<file path="src/rtl/poly_host_seq_pkg.sv">
// Shared definitions for the polynomial host sequencer: core mode codes,
// word geometry and the sequencer state encoding.
package poly_host_seq_pkg;

   localparam int unsigned COEF_W     = 12;
   localparam int unsigned WORD_W     = 4 * COEF_W;
   localparam int unsigned POLY_WORDS = 32;
   localparam int unsigned IDX_W      = $clog2(POLY_WORDS);

   typedef enum logic [1:0] {
      M_NTT     = 2'd0,
      M_INTT    = 2'd1,
      M_DATAIN  = 2'd2,
      M_DATAOUT = 2'd3
   } mode_e;

   typedef enum logic [2:0] {
      S_IDLE,
      S_LOAD,
      S_LOAD_FIN,
      S_EXEC,
      S_WAIT,
      S_UNL_LAT,
      S_UNLOAD
   } state_e;

endpackage

</file>
<file path="src/rtl/poly_seq_cnt.sv">
// Word index counter shared by load and unload: start clears, enable steps,
// tc flags the last word of a polynomial.
module poly_seq_cnt
   import poly_host_seq_pkg::*;
(
   input  logic             clk,
   input  logic             rst,
   input  logic             start,
   input  logic             en,
   output logic [IDX_W-1:0] cnt,
   output logic             tc
);

   always_ff @(posedge clk or posedge rst) begin
      if (rst) begin
         cnt <= '0;
      end else if (start) begin
         cnt <= '0;
      end else if (en) begin
         cnt <= cnt + IDX_W'(1);
      end
   end

   assign tc = (cnt == IDX_W'(POLY_WORDS - 1));

endmodule

</file>
<file path="src/rtl/poly_host_seq.sv">
// Host-side sequencer for the polynomial core: accepts one command at a time,
// streams load words from source memory, runs NTT/INTT with timeout, unloads.
module poly_host_seq
   import poly_host_seq_pkg::*;
#(
   parameter int unsigned WID      = WORD_W / 4,
   parameter int unsigned DOUT_LAT = 2,
   parameter int unsigned TMO      = 4096
)(
   input  logic                 clk,
   input  logic                 rst,
   input  logic                 cmd_valid,
   input  logic [1:0]           cmd_op,
   output logic                 cmd_ready,
   output logic [IDX_W-1:0]     src_addr,
   input  logic [4*WID-1:0]     src_data,
   output logic [1:0]           core_mode,
   output logic                 core_run,
   output logic [4*WID-1:0]     core_data_in,
   output logic [IDX_W-1:0]     core_data_in_add,
   output logic                 core_data_in_done,
   input  logic                 core_done,
   input  logic [4*WID-1:0]     core_data_out,
   output logic                 out_valid,
   output logic [4*WID-1:0]     out_data,
   output logic [IDX_W-1:0]     out_idx,
   output logic                 err,
   input  logic                 err_clr
);

   localparam int unsigned LW = (DOUT_LAT > 1) ? $clog2(DOUT_LAT) : 1;
   localparam int unsigned TW = (TMO > 1) ? $clog2(TMO) : 1;

   state_e           state;
   logic             ld_vld;
   logic [LW-1:0]    lat_cnt;
   logic [TW-1:0]    tmo_cnt;
   logic             cnt_start;
   logic             cnt_en;
   logic [IDX_W-1:0] cnt;
   logic             cnt_tc;

   assign cmd_ready = (state == S_IDLE);
   assign cnt_start = (state == S_IDLE) && cmd_valid;
   assign cnt_en    = (state == S_LOAD) || (state == S_UNLOAD);

   poly_seq_cnt u_cnt (
      .clk   (clk),
      .rst   (rst),
      .start (cnt_start),
      .en    (cnt_en),
      .cnt   (cnt),
      .tc    (cnt_tc)
   );

   // Memory read has one cycle of latency, so the data path is gated by a
   // flag that trails the address by one cycle, matching core_data_in_add.
   assign src_addr     = (state == S_LOAD) ? cnt : '0;
   assign core_data_in = ld_vld ? src_data : '0;

   always_ff @(posedge clk or posedge rst) begin
      if (rst) begin
         state             <= S_IDLE;
         core_mode         <= '0;
         core_run          <= 1'b0;
         ld_vld            <= 1'b0;
         core_data_in_add  <= '0;
         core_data_in_done <= 1'b0;
         out_valid         <= 1'b0;
         out_data          <= '0;
         out_idx           <= '0;
         lat_cnt           <= '0;
         tmo_cnt           <= '0;
         err               <= 1'b0;
      end else begin
         core_run  <= 1'b0;
         out_valid <= 1'b0;
         // A timeout in the same cycle overrides this clear below.
         if (err_clr) err <= 1'b0;
         case (state)
            S_IDLE: begin
               if (cmd_valid) begin
                  core_mode <= cmd_op;
                  core_run  <= 1'b1;
                  lat_cnt   <= '0;
                  tmo_cnt   <= '0;
                  case (cmd_op)
                     M_DATAIN:  state <= S_LOAD;
                     M_DATAOUT: state <= S_UNL_LAT;
                     default:   state <= S_EXEC;
                  endcase
               end
            end
            S_LOAD: begin
               ld_vld           <= 1'b1;
               core_data_in_add <= cnt;
               if (cnt_tc) state <= S_LOAD_FIN;
            end
            // Two cycles: the trailing word 31 beat, then the done pulse.
            S_LOAD_FIN: begin
               if (!core_data_in_done) begin
                  ld_vld            <= 1'b0;
                  core_data_in_add  <= '0;
                  core_data_in_done <= 1'b1;
               end else begin
                  core_data_in_done <= 1'b0;
                  core_mode         <= '0;
                  state             <= S_IDLE;
               end
            end
            S_EXEC: begin
               state <= S_WAIT;
            end
            S_WAIT: begin
               if (core_done) begin
                  core_mode <= '0;
                  state     <= S_IDLE;
               end else if (tmo_cnt == TW'(TMO - 1)) begin
                  err       <= 1'b1;
                  core_mode <= '0;
                  state     <= S_IDLE;
               end else begin
                  tmo_cnt <= tmo_cnt + TW'(1);
               end
            end
            S_UNL_LAT: begin
               if (lat_cnt == LW'(DOUT_LAT - 1)) state <= S_UNLOAD;
               else lat_cnt <= lat_cnt + LW'(1);
            end
            S_UNLOAD: begin
               out_valid <= 1'b1;
               out_data  <= core_data_out;
               out_idx   <= cnt;
               if (cnt_tc) begin
                  core_mode <= '0;
                  state     <= S_IDLE;
               end
            end
            default: state <= S_IDLE;
         endcase
      end
   end

endmodule

</file>
<file path="config.mk">
export PLATFORM = sky130hd
export DESIGN_NAME = poly_host_seq
export DESIGN_NICKNAME = d
export VERILOG_FILES = /design/src/rtl/poly_host_seq_pkg.sv /design/src/rtl/poly_seq_cnt.sv /design/src/rtl/poly_host_seq.sv
export SDC_FILE = /design/constraint.sdc
export NUM_CORES = 1
export LEC_CHECK = 0
export ABC_AREA = 0
export CORE_MARGIN = 4
export CORE_UTILIZATION = 35
export DETAILED_ROUTE_END_ITERATION = 16
export PLACE_DENSITY_LB_ADDON = 0.25
export SYNTH_ARGS = -nofsm -noshare
export SYNTH_HDL_FRONTEND = slang
export SYNTH_SLANG_ARGS = --single-unit
</file>
<file path="constraint.sdc">
create_clock -name clk -period 2.7 [get_ports clk]
set_input_delay 0.54 -clock clk [delete_from_list [all_inputs] [get_ports clk]]
set_output_delay 0.54 -clock clk [all_outputs]
set_load 0.03 [all_outputs]
</file>
==> results of run 1 <==
## report_power, final
part / total, mW / internal [mW] / leakage (nW) / switching (mW)
combinational: 4.03 / 1.69 / 1.81 / 2.34
sequential: 2.20 / 1.83 / 1.07 / 0.367
clock: 1.17 / 0.695 / 0.138 / 0.470
## cells by family after synthesis
logic type,synth area share
simple gates,0.3192
flops,0.5446
compound gates,0.06428
buf+inv,0.03325
mux,0.02027
xor+xnor,0.008868
fa+ha+maj,0.009501
## worst max-delay path: stages (launching register included)
cell and delay [ps]:
dfrtp_1 430, nor2_1 160, buf_4 190, and3_1 170
clkdlybuf4s50_1 680
## layout make-up
cell class / count / area share
multi-input cells: 332 / 0.2513
well taps: 140 / 0.02639
flip-flops and latches: 86 / 0.3242
clock buffers: 13 / 0.04072
inverters: 8 / 0.005090
diodes: 1 / 0.0003770
clock inverters: 2 / 0.002451
repair buffers: 234 / 0.3495
## cell usage after synthesis (2+ instances only)
library cell / count
o22ai_1: 6
dfrtp_1: 86
mux2i_1: 8
nand2_1: 172
o21ai_0: 9
and3_1: 8
nand4_1: 5
clkbuf_1: 21
a21oi_1: 17
nor2_1: 16
o31ai_1: 2
nor3_1: 3
and4_1: 2
or4_1: 4
xor2_1: 3
and2_1: 48
ha_1: 3
a32o_1: 2
buf_1: 6
nand3_1: 5
or3_1: 7
inv_1: 7
## metal layers
layer / routed length (µm) / vias up / part of all wire
met4: 260 / 0 / 0.021
met1: 4789 / 1808 / 0.38
met2: 6076 / 179 / 0.49
met5: 0 / - / 0
met3: 1361 / 17 / 0.11
li1: - / 1903 / -
## sequential cells by signal (all words and copies together), names as in the netlist, 2 cells and up
| signal | flops |
|---|---|
| out_data | 48 |
| tmo_cnt | 12 |
| core_data_in_add | 5 |
| out_idx | 5 |
| u_cnt.cnt | 5 |
| state | 3 |
| core_mode | 2 |
## through the flow
stage / setup slack (ps) / util / hold slack, ps / std cells
after floorplan: 634.3 / - / 458.5 / 453
after global placement: 167.0 / 0.5805 / 456.5 / 800
after detailed placement: 149.6 / 0.5805 / 464.0 / 800
after CTS: 181.9 / 0.6068 / 477.2 / 815
after global routing: 93.73 / 0.6070 / 499.3 / 816
final: 197.9 / 0.6070 / 474.5 / 816
## path summary, 6_finish.rpt
path	from	depth (start not counted)	end	slack (ps)
worst max-delay path	state[1]$_DFFE_PP0P_	4	src_addr[0]	200
worst min-delay path	out_data[31]$_DFFE_PP0N_	2	out_data[31]$_DFFE_PP0N_	470
worst max register to register	state[0]$_DFFE_PP0P_	4	tmo_cnt[11]$_DFFE_PP0P_	490
worst min register to register	out_data[31]$_DFFE_PP0N_	2	out_data[31]$_DFFE_PP0N_	470
max in group asynchronous	rst	3	out_data[27]$_DFFE_PP0N_	1650
min in group asynchronous	rst	3	out_data[2]$_DFFE_PP0N_	680
==> qor.csv, run 1 <==
metric;value;unit
status;complete, no violations;
place_area;0.006349;mm²
post_cts_resized;0;
syn_inst;453;
total_power;7.390;mW
area_growth;67.99;%
final_max_slew_viol_count;0;
finish.net_count;777;
netlist_top_cells_area;dfrtp_1, nand2_1, and2_1;
final_layout_size_suffix_gt1_frac;0.04889;
startpoint_type;register;
multi_input_area;0.001668;mm²
yosysUniqueCellTypes;35;
dieArea;0.01305;mm²
cts_tree;done;
numCtsBuffers;9;
final-hold-violation-count;0;
layout_common_cells;clkdlybuf4s50_1, nand2_1, dfrtp_1;
rsz0062_at_grt;no;
clkLatencyLatePin;330;ps
slew_headroom;0.6825;
totalWireLength;12490;µm
dp_hpwl;9772;µm
synth_top_area_cell;dfrtp_1;
worstMarginPinSlew;470.0;ps
p_leak;3.022;nW
cts_setup_buffers;0;
final_common_cell;clkdlybuf4s50_1;
top_usage_layer;met2;
finalClockSkew;9.161;ps
io_pins;221;
grt_first_pass_wirelength;19170;µm
min_period;2502;ps
syn_area;0.003951;mm²
syn_nets;559;
grt_pass1_vias;3868;
via_per_inst;4.788;
synth_flop_cell;dfrtp_1;
crit_required;2160;ps
cap_viol_max_count;0;
met1_usage;0.2084;
synth_edf_count;0;
clk_path_buf_depth;2;
wl_per_cell;15.30;µm
antenna_left;0;
grt.overflow.total;0;
syn_avg_cell_area;8.722;µm²
antenna_found_initial;1;
dieHeight;114.3;µm
grt_max_degree;87;
worst-path-max-fanout;11;
final_cell_area;0.006638;mm²
initial_utilization;0.3613;
cp-end-kind;primary output;
rows;38;
core_region_area;0.01094;mm²
drc_errors;0;
clock_sinks;86;
ys_seq_area_frac;0.5446;
gr-usage-met2;0.3216;
die_x;114.3;µm
fmax;399.7;MHz
first_pass_iters;4;
clock-root-buffer;clkbuf_16;
htreeDepth;3;
regArea;0.002152;mm²
vias;3907;
fin_crit_sh;0.9267;
track_usage;0.1863;
pwr_density_cell;1113;mW/mm²
cts.clk_slew.worst_paths;60;ps
synth_seq_cells;86;
ir_drop;0.8252;mV
gp_congestion;0.8590;
holdBufCountCts;0;
yosys_warnings;0;
async_flop_share;1.000;
hold_class;register to register;
port_buffers;220;
fillerInstances;999;
synth_top_area_share;0.5446;
critPathArrivalTime;1960;ps
setup_viol;0;
grt_use_met3;0.07452;
path_class;register to primary output;
drt_iter0_markers;133;
setup_tns;0;ps
No activity file was read; power rests on OpenSTA's default activity.
==> run 2: changes to the inputs <==
--- a/config.mk
+++ b/config.mk
@@ -6,6 +6,7 @@
 export NUM_CORES = 1
 export LEC_CHECK = 0
 export ABC_AREA = 0
+export CORE_ASPECT_RATIO = 1.4
 export CORE_MARGIN = 4
 export CORE_UTILIZATION = 35
 export DETAILED_ROUTE_END_ITERATION = 16
==> run 2 against run 1 <==
Non-clock buffer count down 2. Sequential share of layout area down 0.19 points. Routed wire length down 1.8%. Hold slack worse by 3.6 ps. Utilization up 0.44 points. Clock power up 15%. First-iteration DRC count down 24%. Global-route usage up 0.20 points. Total power up 2.4%. Final area up 0.60%. Critical path depth down 2. Largest power group unchanged.
==> qor.csv, run 2 (synthesis results as in run 1) <==
metric;value;unit
p_leak;3.042;nW
drt-met1-wl;4616;µm
wl_per_cell;15.05;µm
core_region_area;0.01092;mm²
htreeDepth;3;
antenna_found_initial;0;
area_growth;69.00;%
reg2reg_depth;4;
crit_start;state[0]$_DFFE_PP0P_;
cap_viol_max_count;0;
via_per_inst;4.801;
r2r_slack;360;ps
largest_reg_flops;48;
crit_required;2160;ps
numCtsBuffers;9;
cts.clk_slew.worst_paths;60;ps
drc_errors;0;
path_class;register to primary output;
final-hold-violation-count;0;
rsz0062_at_grt;no;
routed.top_layer;met4;
regMostFlops;out_data;
finish.net_count;775;
setup_viol;0;
initial_utilization;0.3617;
vias;3913;
dieHeight;133.7;µm
fmax;400.7;MHz
clk_path_buf_depth;2;
antenna_left;0;
clock_sinks;86;
dieArea;0.01308;mm²
slew_headroom;0.6358;
track_usage;0.1882;
n_antenna_cell;0;
first_pass_iters;4;
r2r-start;state[0]$_DFFE_PP0P_;
hold_ws;470.8;ps
holdBufCountCts;0;
critPathArrivalTime;1960;ps
crit_path_end;src_addr[2];
fin_crit_sh;0.9244;
status;complete, no violations;
setup_tns;0;ps
cts_tree;done;
io_pins;221;
grt_max_degree;68;
port_buffers;220;
clkLatencyLatePin;340;ps
drt_iter0_markers;101;
cp-end-kind;primary output;
layoutNonFillerInstCount;815;
final_common_cell;clkdlybuf4s50_1;
grt_first_pass_wirelength;19990;µm
die_x;97.80;µm
dp_hpwl;9582;µm
grt_pass1_vias;3995;
startpoint_type;register;
place_inst;799;
r2r_end;tmo_cnt[11]$_DFFE_PP0P_;
grt.overflow.total;0;
clock-root-buffer;clkbuf_16;
min_period;2496;ps
wl_met3;1040;µm
pwr_density_cell;1133;mW/mm²
largest_registers;out_data x48, tmo_cnt x12;
gp_congestion;0.8627;
finalClockSkew;7.742;ps
hold_class;register to register;
total_power;7.566;mW
final_max_slew_viol_count;0;
final_layout_size_suffix_gt1_frac;0.05193;
final_core_util;0.6113;
route.met2.wl;6368;µm
totalWireLength;12260;µm
layout_common_cells;clkdlybuf4s50_1, nand2_1, dfrtp_1;
worst-path-max-fanout;17;
rows;45;
worstMarginPinSlew;546.4;ps
ir_drop;0.7365;mV
-- run 2: cell types whose count changed in the layout (fill, tap and decap cells not counted), moves of 2 or more --
cell       delta
buf_4         -2
inv_6         +2
clkbuf_8      -2
bufinv_16     +2
-- run 2: what timing repair did --
item / CTS / global route
setup endpoints to repair: 0 / 4
resized for setup: 0 / 1
buffers inserted: 0 / 0
-- run 2: worst min-delay path by stage --
| stage | cells past startpoint | startpoint | end | slack, ps |
|---|---|---|---|---|
| final | 2 | out_data[19]$_DFFE_PP0N_ | out_data[19]$_DFFE_PP0N_ | 470 |
| after global routing | 2 | out_data[28]$_DFFE_PP0N_ | out_data[28]$_DFFE_PP0N_ | 500 |
| after CTS | 2 | out_data[19]$_DFFE_PP0N_ | out_data[19]$_DFFE_PP0N_ | 480 |
| after detailed placement | 2 | out_data[41]$_DFFE_PP0N_ | out_data[41]$_DFFE_PP0N_ | 460 |
| after global placement | 2 | out_data[19]$_DFFE_PP0N_ | out_data[19]$_DFFE_PP0N_ | 460 |
| after floorplan | 1 | tmo_cnt[6]$_DFFE_PP0P_ | tmo_cnt[6]$_DFFE_PP0P_ | 460 |
-- run 2: worst max-delay path, cell delays in order (launching register included) --
cell and delay (ps):
dfrtp_1 690, and3_1 260, clkdlybuf4s50_1 680
-- run 2: report_power, final --
part / internal (mW) / leakage (nW) / switching [mW]
Combinational: 1.68 / 1.80 / 2.34
Sequential: 1.83 / 1.07 / 0.371
Clock: 0.842 / 0.163 / 0.510
-- run 2: cell type report --
class	count	area, µm²
Inverter	8	33.78
Clock buffer	10	239.0
Multi-Input combinational cell	332	1670
Timing Repair Buffer	232	2315
Sequential cell	86	2152
Tap cell	141	176.4
Clock inverter	6	91.34
Fill cell	932	4245
-- run 2: per-stage QoR --
stage	area [µm²]	setup slack, ps
4_1_cts	6675	84.70
5_1_grt	6678	134.2
3_5_place_dp	6345	129.6
6_report	6678	204.1
2_1_floorplan	3955	634.3
3_3_place_gp	6345	163.6
-- run 2: layer usage --
metal / up-vias / GRT usage
met5: - / 0
met4: 0 / 0.06851
met3: 15 / 0.06443
met2: 177 / 0.3391
met1: 1825 / 0.2034
li1: 1896 / -
